$ cat config.mk
export PLATFORM = sky130hd
export DESIGN_NAME = sync_count_lock
export DESIGN_NICKNAME = d
export VERILOG_FILES = /design/src/rtl/sync_count_lock.sv
export SDC_FILE = /design/constraint.sdc
export NUM_CORES = 1
export LEC_CHECK = 0
export CAP_MARGIN = 30
export CORE_ASPECT_RATIO = 1.4
export CORE_UTILIZATION = 30
export CTS_CLUSTER_DIAMETER = 80
export DETAILED_ROUTE_END_ITERATION = 10
export MAX_ROUTING_LAYER = met4
export RECOVER_POWER = 50
export SYNTH_ARGS = -nofsm -noshare
export SYNTH_HDL_FRONTEND = slang
export SYNTH_SLANG_ARGS = --single-unit
$ cat constraint.sdc
create_clock -name i_clk -period 2.51 [get_ports i_clk]
set_input_delay 0.3765 -clock i_clk [delete_from_list [all_inputs] [get_ports i_clk]]
set_output_delay 0.3765 -clock i_clk [all_outputs]
set_load 0.01 [all_outputs]
$ cat src/rtl/sync_count_lock.sv
// rtl/sync_count_lock.sv - sync delay line with aligned col/row counters and frame lock monitor
//
// Ports:
//   i_clk          pixel clock
//   i_rst_n        asynchronous active-low reset
//   i_hsync        raw horizontal sync
//   i_vsync        raw vertical sync
//   o_hsync        i_hsync delayed DELAY cycles
//   o_vsync        i_vsync delayed DELAY cycles
//   o_col_count    column counter aligned to o_hsync/o_vsync
//   o_row_count    row counter aligned to o_hsync/o_vsync
//   o_active       col < ACTIVE_COLS && row < ACTIVE_ROWS
//   o_frame_start  1-cycle pulse when counts reload to (0,0)
//   o_locked       frame timing matches TOTAL_COLS x TOTAL_ROWS
//   o_frame_err    1-cycle pulse on short, long or missing frame
module sync_count_lock #(
  parameter int TOTAL_COLS  = 800,
  parameter int TOTAL_ROWS  = 525,
  parameter int ACTIVE_COLS = 640,
  parameter int ACTIVE_ROWS = 480,
  parameter int CNT_W       = 10,
  parameter int DELAY       = 1,
  parameter int VS_RISE     = 1,
  parameter int LOCK_FRAMES = 2
) (
  input  logic             i_clk,
  input  logic             i_rst_n,
  input  logic             i_hsync,
  input  logic             i_vsync,
  output logic             o_hsync,
  output logic             o_vsync,
  output logic [CNT_W-1:0] o_col_count,
  output logic [CNT_W-1:0] o_row_count,
  output logic             o_active,
  output logic             o_frame_start,
  output logic             o_locked,
  output logic             o_frame_err
);

  localparam logic [CNT_W-1:0] COL_LAST = CNT_W'(TOTAL_COLS - 1);
  localparam logic [CNT_W-1:0] ROW_LAST = CNT_W'(TOTAL_ROWS - 1);
  localparam logic [CNT_W-1:0] CNT_ONE  = CNT_W'(1);
  localparam logic [CNT_W:0]   ACT_COLS = (CNT_W + 1)'(ACTIVE_COLS);
  localparam logic [CNT_W:0]   ACT_ROWS = (CNT_W + 1)'(ACTIVE_ROWS);
  localparam logic [3:0]       LOCK_LIM = 4'(LOCK_FRAMES);

  typedef enum logic [1:0] {
    ST_UNSEEN,
    ST_ACQUIRE,
    ST_LOCKED
  } state_t;

  // Stage k of the delay line is bit k of *_s; bit 0 is the raw input.
  logic [DELAY-1:0] vs_q;
  logic [DELAY-1:0] hs_q;
  logic [DELAY:0]   vs_s;
  logic [DELAY:0]   hs_s;

  logic [CNT_W-1:0] col_q;
  logic [CNT_W-1:0] row_q;
  logic [CNT_W-1:0] col_nx;
  logic [CNT_W-1:0] row_nx;

  state_t     state_q;
  logic [3:0] match_q;

  logic fs;
  logic col_last;
  logic row_last;
  logic term;

  assign vs_s = {vs_q, i_vsync};
  assign hs_s = {hs_q, i_hsync};

  assign o_vsync     = vs_q[DELAY-1];
  assign o_hsync     = hs_q[DELAY-1];
  assign o_col_count = col_q;
  assign o_row_count = row_q;

  // Edge is detected one stage ahead of the output so that the counters
  // reload on the same clock edge that o_vsync takes its new level.
  always_comb begin
    fs = 1'b0;
    if (VS_RISE != 0) begin
      fs = vs_s[DELAY-1] & ~vs_s[DELAY];
    end else begin
      fs = ~vs_s[DELAY-1] & vs_s[DELAY];
    end
  end

  assign col_last = (col_q == COL_LAST);
  assign row_last = (row_q == ROW_LAST);
  assign term     = col_last & row_last;

  always_comb begin
    col_nx = col_q + CNT_ONE;
    row_nx = row_q;
    if (fs) begin
      col_nx = '0;
      row_nx = '0;
    end else if (col_last) begin
      col_nx = '0;
      row_nx = row_last ? '0 : (row_q + CNT_ONE);
    end
  end

  always_ff @(posedge i_clk or negedge i_rst_n) begin
    if (!i_rst_n) begin
      vs_q <= '0;
      hs_q <= '0;
    end else begin
      vs_q <= vs_s[DELAY-1:0];
      hs_q <= hs_s[DELAY-1:0];
    end
  end

  // o_active and o_frame_start are registered from the next-count values so
  // they line up with the counter registers without extra latency.
  always_ff @(posedge i_clk or negedge i_rst_n) begin
    if (!i_rst_n) begin
      col_q         <= '0;
      row_q         <= '0;
      o_active      <= 1'b0;
      o_frame_start <= 1'b0;
    end else begin
      col_q         <= col_nx;
      row_q         <= row_nx;
      o_active      <= ({1'b0, col_nx} < ACT_COLS) && ({1'b0, row_nx} < ACT_ROWS);
      o_frame_start <= fs;
    end
  end

  // A frame start that lands exactly on the last count is a good frame; a
  // frame start anywhere else, or a wrap with no frame start, is a bad one.
  always_ff @(posedge i_clk or negedge i_rst_n) begin
    if (!i_rst_n) begin
      state_q     <= ST_UNSEEN;
      match_q     <= '0;
      o_locked    <= 1'b0;
      o_frame_err <= 1'b0;
    end else begin
      o_frame_err <= 1'b0;
      case (state_q)
        ST_UNSEEN: begin
          if (fs) begin
            state_q <= ST_ACQUIRE;
            match_q <= '0;
          end
        end
        ST_ACQUIRE: begin
          if (fs && term) begin
            if (match_q == LOCK_LIM - 4'd1) begin
              state_q  <= ST_LOCKED;
              match_q  <= LOCK_LIM;
              o_locked <= 1'b1;
            end else begin
              match_q <= match_q + 4'd1;
            end
          end else if (fs || term) begin
            match_q     <= '0;
            o_frame_err <= 1'b1;
          end
        end
        ST_LOCKED: begin
          if (!(fs && term) && (fs || term)) begin
            state_q     <= ST_ACQUIRE;
            match_q     <= '0;
            o_locked    <= 1'b0;
            o_frame_err <= 1'b1;
          end
        end
        default: begin
          state_q  <= ST_UNSEEN;
          match_q  <= '0;
          o_locked <= 1'b0;
        end
      endcase
    end
  end

endmodule

=== Yosys cells after proc, flatten, opt, wreduce, memory -nomap -nowiden ===
Cells that the tools add are included.

* Bits in registers: 32
* Input bits: 4
* Word-level logic and storage cells: 62

* $add $sub $neg: 3
* Magnitude comparators: 2
* Eq/ne operators: 10
* Muxes and demuxes: 24
* Bitwise operators: 4
* Reduce and logical (&&, ||, !) cells: 9

{| class="wikitable"
|+ Operator list
! operator !! number
|-
| $mux 10 || 5
|-
| $add 10x1->10 const B || 2
|-
| $eq 10x10->1 const B || 2
|-
| $mux 4 || 5
|-
| $pmux 4 s3 || 1
|-
| $lt 10x10->1 const B || 1
|-
| $lt 10x9->1 const B || 1
|-
| $mux 2 || 4
|-
| $ne 2x2->1 const B || 4
|-
| $reduce_and 4->1 || 2
|-
| $mux 1 || 6
|-
| $pmux 2 s3 || 1
|-
| $add 4x1->4 const B || 1
|-
| $eq 4x1->1 const B || 1
|-
| $logic_and 1x1->1 || 3
|-
| $ne 3x3->1 const B || 1
|-
| $pmux 1 s3 || 1
|-
| $reduce_and 3->1 || 1
|-
| $and 1x1->1 || 2
|-
| $eq 2x1->1 const B || 1
|-
| $eq 2x2->1 const B || 1
|-
| $logic_not 2->1 || 1
|-
| $not 1->1 || 2
|-
| $pmux 1 s2 || 1
|-
| 2 further kinds || 2
|}

=== Logic depth before layout (Yosys ltp) ===
* Word-level depth: 7
* Gate-level depth with buffers: 12

=== Least setup slack after synthesis ===
No wires, ideal clock.

* Path type: reg2reg
* Start point: reg col_q[0], in the netlist o_col_count[0]
* End point: reg match_q[3]
* Setup time: 0.095 ns
* Data arrival time: 2.510 ns
* Required time: 2.415 ns
* Path slack: -0.095 ns
* Stages on the path, launching flop included: 11
* Buffers on the path: 0
* Path through: dfrtp_1 ha_1 nand4_1 nor3_1 nand2_1 ha_1 nor2b_1 a21o_1 a21o_1 or2_2 o31ai_1

* Word-level cells in the longest chain between the ends: 7

{| class="wikitable"
|+ RTL lines
! what !! line !! RTL
|-
| from (decl) || 59 || <nowiki>logic [CNT_W-1:0] col_q;</nowiki>
|-
| from (signal assigned) || 126 || <nowiki>col_q <= col_nx;</nowiki>
|-
| $eq 10x10->1 (*) || 91 || <nowiki>assign col_last = (col_q == COL_LAST);</nowiki>
|-
| $and 1x1->1 (*) || 93 || <nowiki>assign term = col_last & row_last;</nowiki>
|-
| $logic_and 1x1->1 || 151, 165 ||
|-
| $logic_not 1->1 || 165 || <nowiki>if (!(fs && term) && (fs || term)) begin</nowiki>
|-
| $logic_and 1x1->1 || 165 ||
|-
| $ne 2x2->1 (no line) || n/a ||
|-
| $reduce_and 3->1 (no line) || n/a ||
|-
| to (signal assigned) || 157 || <nowiki>match_q <= match_q + 4'd1;</nowiki>
|-
| to (decl) || 65 || <nowiki>logic [3:0] match_q;</nowiki>
|}

Mark *: on every way between the ends. The rest lies on a longest branch, timed or not.
A chain may end at the register's enable or synchronous reset.

=== Final worst setup path ===
* Start point: reg row_q[0], in the netlist o_row_count[0]
* End point: reg match_q[3]

* Word-level cells in the longest chain between the ends: 7

{| class="wikitable"
|+ RTL lines
! what !! line !! RTL
|-
| from (decl) || 60 || <nowiki>logic [CNT_W-1:0] row_q;</nowiki>
|-
| from (signal assigned) || 127 || <nowiki>row_q <= row_nx;</nowiki>
|-
| $eq 10x10->1 (*) || 92 || <nowiki>assign row_last = (row_q == ROW_LAST);</nowiki>
|-
| $and 1x1->1 (*) || 93 ||
|-
| $logic_and 1x1->1 || 151, 165 ||
|-
| $logic_not 1->1 || 165 ||
|-
| $logic_and 1x1->1 || 165 ||
|-
| $ne 2x2->1 (no line) || n/a ||
|-
| $reduce_and 3->1 (no line) || n/a ||
|}

Marked as above.

==> impl_metrics.tcl <==
set metrics [dict create \
    drv_cap 1 \
    dpl.hpwl_um 2938 \
    die_w_um 65.68 \
    postRouteAntennaNets 0 \
    vdd_ir_drop_max_mv 0.2350 \
    seq_area_frac_synth 0.4702 \
    critical_path_required_ns 2.71 \
    final.setup.tns_ns 0 \
    yosys_warnings 0 \
    clkTransAtPathRegs_ns 0.06 \
    die_y_um 91.15 \
    synth_edf_count 0 \
    synthTopCellsByCount "dfrtp_1, nand2_1, nor2_1" \
    n_fill_cell 534 \
    syn-instance-count 172 \
    gr-total-overflow 0 \
    ios 30 \
    cts_buffers 5 \
    worst_pin_slew_ns 1.692 \
    hold_violations 0 \
    max_freq_mhz 417.6 \
    post-route-util 0.4380 \
    synth_top_area_share 0.4702 \
    rsz0062_at_grt "yes" \
    cts_buffer_depth 2 \
    fin_skew_ns 0.005549 \
    report.final.slew_viol_count 33 \
    hp-class "flip-flop to flip-flop" \
    synth.area.top_cells "dfrtp_1, ha_1, nand2_1" \
    diodes 0 \
    violations "max-capacitance violations, max-slew violations" \
    root_buffer "clkbuf_8" \
    track_usage 0.1490 \
    p_leak_nw 1.072 \
    worstSetupPathType "flip-flop to flip-flop" \
    core_mm2 0.005485 \
    cts_tree "built" \
    grt_max_degree 33 \
    detail_route.wl_per_cell_um 12.87 \
    viasPerCell 4.914 \
    finalPower_mw 1.161 \
    synthesis.area_mm2 0.001703 \
    rows 32 \
    setup.worst_path.end_class "flip-flop" \
    synthToLayoutAreaGrowth_pct 41.07 \
    synth-main-ff-cell "dfrtp_1" \
    wl_um 3887 \
    cts_max_level 2 \
    fin_area_mm2 0.002402 \
    power.switching_uw 294.0 \
    outcome "finished, violations left" \
    drcViolationCount 0 \
    synth-seq-cells 32 \
    swShare 0.2532 \
    insertion_delay_ns 0.28 \
    grt_pass1_vias 1475 \
    yosys.area.top_type "dfrtp_1" \
    crit_fanout 4 \
    hold_ws_ns 0.5008 \
    crit_path_start_kind "flip-flop" \
    fin_nets 248 \
    grt_pass1_wl_um 6603 \
    clkSinkCount 32 \
    power_frac_seq 0.490 \
    numPortBuffers 29 \
    syn-num-nets 187 \
    async_flop_share 1.000 \
    drive_gt1_frac 0.2009 \
    antenna_found_initial 0 \
    period_share 0.9541 \
    syn_avg_cell_area_um2 9.900 \
    crit_arrival_ns 2.59 \
    internal-power_uw 867.3 \
    drt_iter0_markers 70 \
    synth_most_common_cell "dfrtp_1" \
    vias 1484 \
    dr.pass1.iters 4 \
    die-area_mm2 0.005986 \
    pwr-share-comb 0.162 \
    pwr-share-clk 0.348 \
    finalSetupViolations 0 \
    ys_types 40 \
    ff2ff_setup_slack_ns 0.12 \
    start_util 0.3104 \
    period_needed_ns 2.395 \
    relSlewSlack -0.1282 \
    gp_congestion 0.8259 \
    post_dp_cell_area_mm2 0.002252 \
    p_per_area_mw_per_mm2 483.4 \
]
## layer usage
layer,GRT usage,share of wire
met1,0.1585,0.43
met2,0.2560,0.52
met3,0.03769,0.029
met4,0.05978,0.017
met5,-,0
## layout by cell type (no fill, tap or decap), drive strengths merged, types with 2 or more instances in the layout
master,count
a21oi,6
o31ai,4
or4,3
xor2,3
clkbuf,10
nor4,3
nand4,3
nand2,17
o21ai,10
nand3,10
a21o,4
buf,24
xnor2,6
nand2b,2
or3,3
and3,2
dfrtp,32
or2,2
o211a,2
dlygate4sd3,8
nor3b,2
clkdlybuf4s50,21
mux2i,2
nor2b,3
nor2,15
a211oi,2
ha,11
inv,9
nor3,5
## power by group through the flow
stage | combinational [mW] | clock (mW) | sequential, mW
global route | 0.210 | 0.438 | 0.574
detailed placement | 0.193 | 0 | 0.579
floorplan | 0.0528 | 0 | 0.599
CTS | 0.194 | 0.418 | 0.570
finish | 0.189 | 0.404 | 0.569
global placement | 0.191 | 0 | 0.580
## worst paths after layout
kind | startpoint | to | cells after the start
setup / recovery | o_row_count[0]$_DFFE_PN0P_ | match_q[3]$_DFFE_PN0P_ | 11
hold / removal | match_q[3]$_DFFE_PN0P_ | match_q[3]$_DFFE_PN0P_ | 1
setup reg to reg | o_row_count[0]$_DFFE_PN0P_ | match_q[3]$_DFFE_PN0P_ | 11
hold reg to reg | match_q[3]$_DFFE_PN0P_ | match_q[3]$_DFFE_PN0P_ | 1
max in group asynchronous | i_rst_n | o_col_count[3]$_DFF_PN0_ | 2
min in group asynchronous | i_rst_n | o_hsync$_DFF_PN0_ | 2
## cells by family after synthesis
| kind of cell | after synthesis | share of synthesized area |
|---|---|---|
| adder cells (fa/ha/maj) | 11 | 0.08082 |
| flip-flops | 32 | 0.4702 |
| XOR/XNOR | 9 | 0.04629 |
| AO/OA/AOI/OAI | 34 | 0.1337 |
| multiplexers | 2 | 0.01176 |
| AND/OR/NAND/NOR | 73 | 0.2285 |
| buffers and inverters | 11 | 0.02865 |
## flip-flops by register name, summed over array words and instances (netlist names)
name           cells
o_locked           1
o_vsync            1
o_frame_err        1
o_frame_start      1
match_q            4
o_row_count       10
o_hsync            1
state_q            2
o_col_count       10
o_active           1
## critical path, cell delays in order (launching register included)
cell,delay (ns)
dfrtp_1,0.39
inv_2,0.07
ha_2,0.17
nor4b_4,0.18
and4_4,0.26
nand2_2,0.07
ha_4,0.27
nor2b_1,0.05
a21o_1,0.19
a21o_1,0.20
or2_4,0.26
o31ai_2,0.20
## per-stage QoR
step	setup WS [ns]	cells
3_5_place_dp	-0.01701	292
3_3_place_gp	0.1098	292
4_1_cts	0.01417	300
2_1_floorplan	0.0004257	172
5_1_grt	-0.01134	302
6_report	0.1152	302
## layout make-up
| class | count | area, µm² | area share |
|---|---|---|---|
| Multi-Input combinational cell | 129 | 910.9 | 0.3792 |
| Sequential cell | 32 | 800.8 | 0.3333 |
| Timing Repair Buffer | 55 | 478.0 | 0.1990 |
| Clock buffer | 8 | 90.09 | 0.03750 |
| Tap cell | 68 | 85.08 | 0.03542 |
| Inverter | 10 | 37.54 | 0.01563 |
## what timing repair did
item                       CTS  global route
pin swaps                    1             2
hold buffers                 0             0
setup endpoints to repair    1             3
buffers inserted             0             2
cloned                       0             0
resized for setup            1            12
Power figures use the tool's default switching activity.
